## config.mk

```make
export PLATFORM = sky130hd
export DESIGN_NAME = ddr_port_arbiter_flat
export DESIGN_NICKNAME = d
export VERILOG_FILES = /design/src/rtl/ddr_port_arbiter_if.sv /design/src/rtl/ddr_port_arbiter.sv /design/src/flat_wrapper.sv
export SDC_FILE = /design/constraint.sdc
export NUM_CORES = 1
export LEC_CHECK = 0
export BUFFER_PORTS_ARGS = -buffer_cell sky130_fd_sc_hd__buf_2
export CAP_MARGIN = 20
export CORE_ASPECT_RATIO = 0.6
export CORE_MARGIN = 2
export CORE_UTILIZATION = 48
export CTS_CLUSTER_DIAMETER = 80
export DETAILED_ROUTE_END_ITERATION = 6
export PLACE_DENSITY_LB_ADDON = 0.1
export SLEW_MARGIN = 0
export SYNTH_ARGS = -nofsm -noshare
export SYNTH_HDL_FRONTEND = slang
export SYNTH_SLANG_ARGS = --single-unit
```

## constraint.sdc

```tcl
create_clock -name clk -period 4.4 [get_ports clk]
set_input_delay 0.88 -clock clk [delete_from_list [all_inputs] [get_ports clk]]
set_output_delay 0.88 -clock clk [all_outputs]
set_load 0.05 [all_outputs]
```

## src/rtl/ddr_port_arbiter_if.sv

```systemverilog
// rtl/ddr_port_arbiter_if.sv - requester, MIG command and beat signals of the DDR port arbiter
interface ddr_port_arbiter_if #(
  parameter int N_REQ        = 4,
  parameter int DDR_ADDR_LEN = 32,
  parameter int LEN_W        = 8
);
  logic [N_REQ-1:0]              req_valid;
  logic [N_REQ*DDR_ADDR_LEN-1:0] req_addr;
  logic [N_REQ*LEN_W-1:0]        req_len;
  logic [N_REQ-1:0]              req_ready;

  logic                          mig_cmd_valid;
  logic                          mig_cmd_ready;
  logic                          mig_cmd_wr;
  logic [DDR_ADDR_LEN-1:0]       mig_addr;
  logic [LEN_W-1:0]              mig_len;

  logic                          beat;
  logic                          grant_vld;
  logic [1:0]                    grant_idx;
  logic                          xfer_done;
  logic                          err_extra_beat;

  modport master (
    input  req_valid,
    input  req_addr,
    input  req_len,
    input  mig_cmd_ready,
    input  beat,
    output req_ready,
    output mig_cmd_valid,
    output mig_cmd_wr,
    output mig_addr,
    output mig_len,
    output grant_vld,
    output grant_idx,
    output xfer_done,
    output err_extra_beat
  );

  modport slave (
    output req_valid,
    output req_addr,
    output req_len,
    output mig_cmd_ready,
    output beat,
    input  req_ready,
    input  mig_cmd_valid,
    input  mig_cmd_wr,
    input  mig_addr,
    input  mig_len,
    input  grant_vld,
    input  grant_idx,
    input  xfer_done,
    input  err_extra_beat
  );
endinterface

```

## src/rtl/ddr_port_arbiter.sv

```systemverilog
// rtl/ddr_port_arbiter.sv - round-robin owner of the single MIG command/data port
module ddr_port_arbiter #(
  parameter int               N_REQ        = 4,
  parameter int               DDR_ADDR_LEN = 32,
  parameter int               LEN_W        = 8,
  parameter logic [N_REQ-1:0] WR_MASK      = 4'b1000
) (
  input  logic               clk,
  input  logic               rst,
  ddr_port_arbiter_if.master bus
);

  typedef enum logic [1:0] {
    IDLE  = 2'd0,
    ISSUE = 2'd1,
    DATA  = 2'd2
  } state_t;

  state_t                  state_q, state_d;
  logic [1:0]              rr_q, rr_d;
  logic [LEN_W:0]          cnt_q, cnt_d;
  logic [LEN_W:0]          cnt_now;
  logic [LEN_W:0]          len_plus1;
  logic                    cmd_vld_q, cmd_vld_d;
  logic                    wr_q, wr_d;
  logic [DDR_ADDR_LEN-1:0] addr_q, addr_d;
  logic [LEN_W-1:0]        len_q, len_d;
  logic                    gvld_q, gvld_d;
  logic [1:0]              gidx_q, gidx_d;
  logic [N_REQ-1:0]        rdy_q, rdy_d;
  logic                    done_q, done_d;
  logic                    err_q, err_d;

  logic [1:0]              pick_idx;
  logic                    pick_vld;
  logic [2:0]              cand_sum;
  logic [1:0]              cand;
  logic [1:0]              gidx_inc;
  logic                    beats_full;

  // Scan from rr_q upward; iterating high-to-low lets the nearest hit win.
  always_comb begin
    pick_idx = '0;
    pick_vld = 1'b0;
    cand_sum = '0;
    cand     = '0;
    for (int k = N_REQ - 1; k >= 0; k--) begin
      cand_sum = {1'b0, rr_q} + 3'(k);
      cand     = (cand_sum >= 3'(N_REQ)) ? 2'(cand_sum - 3'(N_REQ)) : cand_sum[1:0];
      if (bus.req_valid[cand]) begin
        pick_idx = cand;
        pick_vld = 1'b1;
      end
    end
  end

  assign len_plus1  = {1'b0, len_q} + 1'b1;
  assign beats_full = (cnt_q == len_plus1);
  assign gidx_inc   = (gidx_q == 2'(N_REQ - 1)) ? 2'd0 : gidx_q + 2'd1;

  always_comb begin
    state_d   = state_q;
    rr_d      = rr_q;
    cnt_d     = cnt_q;
    cnt_now   = cnt_q;
    cmd_vld_d = cmd_vld_q;
    wr_d      = wr_q;
    addr_d    = addr_q;
    len_d     = len_q;
    gvld_d    = gvld_q;
    gidx_d    = gidx_q;
    rdy_d     = '0;
    done_d    = 1'b0;
    err_d     = err_q;

    case (state_q)
      IDLE: begin
        if (bus.beat) begin
          err_d = 1'b1;
        end
        // The done cycle is skipped so a requester whose req_ready is still
        // visible this cycle cannot be re-granted on its stale req_valid.
        if (pick_vld && !done_q) begin
          addr_d    = bus.req_addr[pick_idx*DDR_ADDR_LEN +: DDR_ADDR_LEN];
          len_d     = bus.req_len[pick_idx*LEN_W +: LEN_W];
          wr_d      = WR_MASK[pick_idx];
          gidx_d    = pick_idx;
          gvld_d    = 1'b1;
          cnt_d     = '0;
          cmd_vld_d = 1'b1;
          state_d   = ISSUE;
        end
      end

      ISSUE: begin
        if (bus.beat) begin
          if (beats_full) begin
            err_d = 1'b1;
          end else begin
            cnt_now = cnt_q + 1'b1;
          end
        end
        cnt_d = cnt_now;
        if (bus.mig_cmd_ready) begin
          cmd_vld_d     = 1'b0;
          rdy_d[gidx_q] = 1'b1;
          if (cnt_now == len_plus1) begin
            done_d  = 1'b1;
            gvld_d  = 1'b0;
            rr_d    = gidx_inc;
            state_d = IDLE;
          end else begin
            state_d = DATA;
          end
        end
      end

      DATA: begin
        if (bus.beat) begin
          if (cnt_q == {1'b0, len_q}) begin
            done_d  = 1'b1;
            gvld_d  = 1'b0;
            rr_d    = gidx_inc;
            state_d = IDLE;
          end else begin
            cnt_d = cnt_q + 1'b1;
          end
        end
      end

      default: begin
        state_d = IDLE;
      end
    endcase
  end

  always_ff @(posedge clk or posedge rst) begin
    if (rst) begin
      state_q   <= IDLE;
      rr_q      <= '0;
      cnt_q     <= '0;
      cmd_vld_q <= 1'b0;
      wr_q      <= 1'b0;
      addr_q    <= '0;
      len_q     <= '0;
      gvld_q    <= 1'b0;
      gidx_q    <= '0;
      rdy_q     <= '0;
      done_q    <= 1'b0;
      err_q     <= 1'b0;
    end else begin
      state_q   <= state_d;
      rr_q      <= rr_d;
      cnt_q     <= cnt_d;
      cmd_vld_q <= cmd_vld_d;
      wr_q      <= wr_d;
      addr_q    <= addr_d;
      len_q     <= len_d;
      gvld_q    <= gvld_d;
      gidx_q    <= gidx_d;
      rdy_q     <= rdy_d;
      done_q    <= done_d;
      err_q     <= err_d;
    end
  end

  assign bus.req_ready      = rdy_q;
  assign bus.mig_cmd_valid  = cmd_vld_q;
  assign bus.mig_cmd_wr     = wr_q;
  assign bus.mig_addr       = addr_q;
  assign bus.mig_len        = len_q;
  assign bus.grant_vld      = gvld_q;
  assign bus.grant_idx      = gidx_q;
  assign bus.xfer_done      = done_q;
  assign bus.err_extra_beat = err_q;

endmodule
```

## src/flat_wrapper.sv

```systemverilog
// flat-port wrapper written by rule: the top's interface ports become plain ports
module ddr_port_arbiter_flat 
#(
  parameter int               N_REQ        = 4,
  parameter int               DDR_ADDR_LEN = 32,
  parameter int               LEN_W        = 8,
  parameter logic [N_REQ-1:0] WR_MASK      = 4'b1000
)
  (clk, rst, bus_req_valid, bus_req_addr, bus_req_len, bus_mig_cmd_ready, bus_beat, bus_req_ready, bus_mig_cmd_valid, bus_mig_cmd_wr, bus_mig_addr, bus_mig_len, bus_grant_vld, bus_grant_idx, bus_xfer_done, bus_err_extra_beat);
  ddr_port_arbiter_if #(.N_REQ(N_REQ), .DDR_ADDR_LEN(DDR_ADDR_LEN), .LEN_W(LEN_W)) bus_i ();
  input  logic clk;
  input  logic rst;
  input wire logic [$bits(bus_i.req_valid)-1:0] bus_req_valid;
  input wire logic [$bits(bus_i.req_addr)-1:0] bus_req_addr;
  input wire logic [$bits(bus_i.req_len)-1:0] bus_req_len;
  input wire logic [$bits(bus_i.mig_cmd_ready)-1:0] bus_mig_cmd_ready;
  input wire logic [$bits(bus_i.beat)-1:0] bus_beat;
  output wire logic [$bits(bus_i.req_ready)-1:0] bus_req_ready;
  output wire logic [$bits(bus_i.mig_cmd_valid)-1:0] bus_mig_cmd_valid;
  output wire logic [$bits(bus_i.mig_cmd_wr)-1:0] bus_mig_cmd_wr;
  output wire logic [$bits(bus_i.mig_addr)-1:0] bus_mig_addr;
  output wire logic [$bits(bus_i.mig_len)-1:0] bus_mig_len;
  output wire logic [$bits(bus_i.grant_vld)-1:0] bus_grant_vld;
  output wire logic [$bits(bus_i.grant_idx)-1:0] bus_grant_idx;
  output wire logic [$bits(bus_i.xfer_done)-1:0] bus_xfer_done;
  output wire logic [$bits(bus_i.err_extra_beat)-1:0] bus_err_extra_beat;
  assign bus_i.req_valid = bus_req_valid;
  assign bus_i.req_addr = bus_req_addr;
  assign bus_i.req_len = bus_req_len;
  assign bus_i.mig_cmd_ready = bus_mig_cmd_ready;
  assign bus_i.beat = bus_beat;
  assign bus_req_ready = bus_i.req_ready;
  assign bus_mig_cmd_valid = bus_i.mig_cmd_valid;
  assign bus_mig_cmd_wr = bus_i.mig_cmd_wr;
  assign bus_mig_addr = bus_i.mig_addr;
  assign bus_mig_len = bus_i.mig_len;
  assign bus_grant_vld = bus_i.grant_vld;
  assign bus_grant_idx = bus_i.grant_idx;
  assign bus_xfer_done = bus_i.xfer_done;
  assign bus_err_extra_beat = bus_i.err_extra_beat;
  ddr_port_arbiter #(.N_REQ(N_REQ), .DDR_ADDR_LEN(DDR_ADDR_LEN), .LEN_W(LEN_W), .WR_MASK(WR_MASK)) u_core (.clk(clk), .rst(rst), .bus(bus_i));
endmodule
```

==> flow_summary.ini <==
[placed_design]
dp.cells = 993
gp_congestion = 0.937
pre_cts_slack_ns = 0.921
io_buffers = 218
post-dp-hpwl_um = 11100

[grt]
grt.total_usage_pct = 27.1
gr-total-overflow = 0
antenna_found_initial = 1
grt_pass1_vias = 4649
grt_pass1_wl_um = 22700
grt_max_degree = 56

[clock_tree]
htreeDepth = 3
cts_buffers = 9
cts_setup_buffers = 0
clk_pin_slew_ns = 0.05
cts_tree = yes
cts.sinks = 64
ctsHoldBuffers = 0
clock_path_buffers = 2
clk_root_buffer_cell = clkbuf_16
worst_skew_pair.late_latency_ns = 0.33
cts_resized = 0

[layout]
nets = 1052
final_util_pct = 66.1
fin_cells = 1009
antennaDiodeCount = 0
drive_above_1_share_pct = 29.4
areaGrowthSynthToFinish_pct = 31.4

[logic_synthesis]
synthAdderAreaFrac_pct = 2.66
netlist_area_mm2 = 0.00470
synth.top_cell.area_share_pct = 34.0
synthMuxAreaShare_pct = 1.17
ys.flop_type = dfrtp_1
ys_seq_area_share_pct = 34.0
synth_seq_cells = 64
syn_nets = 863
synth_edf_count = 0
yosysUniqueCellTypes = 59
yosys_warnings = 0
yosys.area_share.simple_pct = 33.4
syn-instance-count = 685
yosys.area_share.xor_xnor_pct = 4.44
synth_top_family_by_area = simple AND/OR/NAND/NOR gates
synth_compound_area_share_pct = 19.0
synth_area_leaders = dfrtp_1, nand2_1, nor2_1, o21ai_0, nand3_1
synthArstFlopShare_pct = 100
synth_top_cell_by_area = dfrtp_1
syn_avg_cell_area_um2 = 6.87

[worst_setup_path]
critPathLaunch = u_core.bus.mig_len[0]
worstSetupPathType = reg2reg
arrival_ns = 3.91
start_kind = flop
required_ns = 4.65
worstSetupEndpointType = flop
critical_path.max_fanout = 8
r2r-start = u_core.bus.mig_len[0]

[floorplan]
ios = 219
start_util_pct = 50.3
die_w_um = 132
core_mm2 = 0.00936
num_rows = 27
dieHeight_um = 80.7
die-area_mm2 = 0.0106

[sta]
tightest_slew_ns = 0.857
clock-skew-final_ns = 0.00594
tns_ns = 0
fmax_mhz = 273
fin_crit_ns = 3.66
period_share_pct = 83.2
relSlewSlack_pct = 42.8
rsz0062_at_grt = false
setup_ws_ns = 0.739
slew_violations = 0
setup_viol = 0
hold_viol_final = 0

[power]
max-vdd-ir-drop_mv = 0.431
leakagePower_uw = 0.00311
fin_total_pwr_uw = 4670
power_density_mw_per_mm2 = 756

[run]
max_cap_violations = 0

[drt]
drt_first_iter_violations = 331
avgViaCountPerCell = 5.24
ant_nets = 0
vias = 5286
wl_per_cell_um = 14.3
wirelength_um = 14400
drc = 0
dr.pass1.iters = 5

[outcome]
status = complete, no violations

[min_path]
min_from = u_core.bus.mig_addr[9]
hp-class = reg2reg
-- state kept, by name, summed over array words and instances, names as in the netlist --
signal                     flops
u_core.bus.req_ready           4
u_core.bus.grant_idx           2
u_core.state_q                 2
u_core.bus.xfer_done           1
u_core.bus.mig_cmd_wr          1
u_core.bus.mig_len             8
u_core.bus.mig_addr           32
u_core.bus.err_extra_beat      1
u_core.bus.grant_vld           1
u_core.cnt_q                   9
u_core.bus.mig_cmd_valid       1
u_core.rr_q                    2
-- layout make-up --
class	count	area (um^2)
Fill cell	835	3180
Multi-Input combinational cell	556	2880
Sequential cell	64	1600
Timing Repair Buffer	225	1170
Clock buffer	11	243
Tap cell	130	163
Inverter	18	67.6
Clock inverter	5	56.3
-- synth_stat cells (all sizes together) (2+ instances only) --
cell,count
a211oi,3
a21oi,19
a31oi,8
and3,6
buf,4
clkbuf,43
dfrtp,64
ha,10
inv,18
mux2i,4
nand2,149
nand2b,2
nand3,48
nand4,3
nor2,134
nor2b,4
nor3,8
nor4,4
o21a,5
o21ai,94
o22ai,6
o311ai,2
o31ai,4
or2,2
xnor2,10
xnor3,2
xor2,7
-- layer usage --
layer | GRT usage (%) | vias up | wire, um
li1 | - | 2682 | -
met1 | 35.0 | 2396 | 6510
met2 | 44.9 | 196 | 6690
met3 | 9.53 | 10 | 1140
met4 | 4.35 | 2 | 49
met5 | 0 | - | 11
-- cells by family (layout without fill, tap and decap cells) --
kind of cell | count (synthesis) | after routing
xor+xnor | 19 | 19
flops | 64 | 64
simple gates | 368 | 368
buf+inv | 65 | 259
fa+ha+maj | 10 | 10
mux | 5 | 5
compound gates | 154 | 154
-- final timing paths --
kind	cells past startpoint	endpoint	slack [ns]
setup / recovery	10	u_core.bus.grant_vld	0.74
max in group asynchronous	3	u_core.bus.mig_addr[10]	2.81
hold / removal	2	u_core.bus.mig_addr[9]	0.47
hold reg to reg	2	u_core.bus.mig_addr[9]	0.47
min in group asynchronous	2	u_core.bus.mig_len[1]	0.72
setup reg to reg	10	u_core.bus.grant_vld	0.74
-- power breakdown --
part / internal (uW) / switching [uW] / leakage, uW
Clock: 453 / 263 / 0.000145
Sequential: 845 / 247 / 0.000795
Combinational: 854 / 2010 / 0.00217
-- through the flow --
stage               cell area (um^2)  hold slack, ns
floorplan                       4700           0.510
global placement                5880           0.461
detailed placement              5880           0.466
CTS                             6180           0.478
global route                    6180           0.508
finish                          6180           0.473
-- placed cells by master (no fill, tap or decap), drive strengths merged, types with 3 or more instances in the layout --
master	Yosys	routed
mux2i	4	4
a211oi	3	3
nor4	4	4
nand3	48	48
dfrtp	64	64
ha	10	10
nand2	149	149
o22ai	6	6
xor2	7	7
buf	4	225
nor2	134	134
a21oi	19	19
o21ai	94	94
nor3	8	8
o31ai	4	4
nor2b	4	4
a31oi	8	8
o21a	5	5
inv	18	18
clkbuf	43	11
nand4	3	3
clkinv	0	3
and3	6	6
xnor2	10	10
-- worst max-delay path, stage by stage (launching register included) --
cell and delay, ns:
dfrtp_1 0.49, ha_1 0.31, nand3_2 0.20, xnor2_1 0.29
o22ai_1 0.11, a2111oi_0 0.36, nor4bb_1 0.46, mux2i_1 0.14
or4b_1 0.70, a211oi_2 0.30, mux2i_1 0.21
Power figures use the tool's default switching activity.
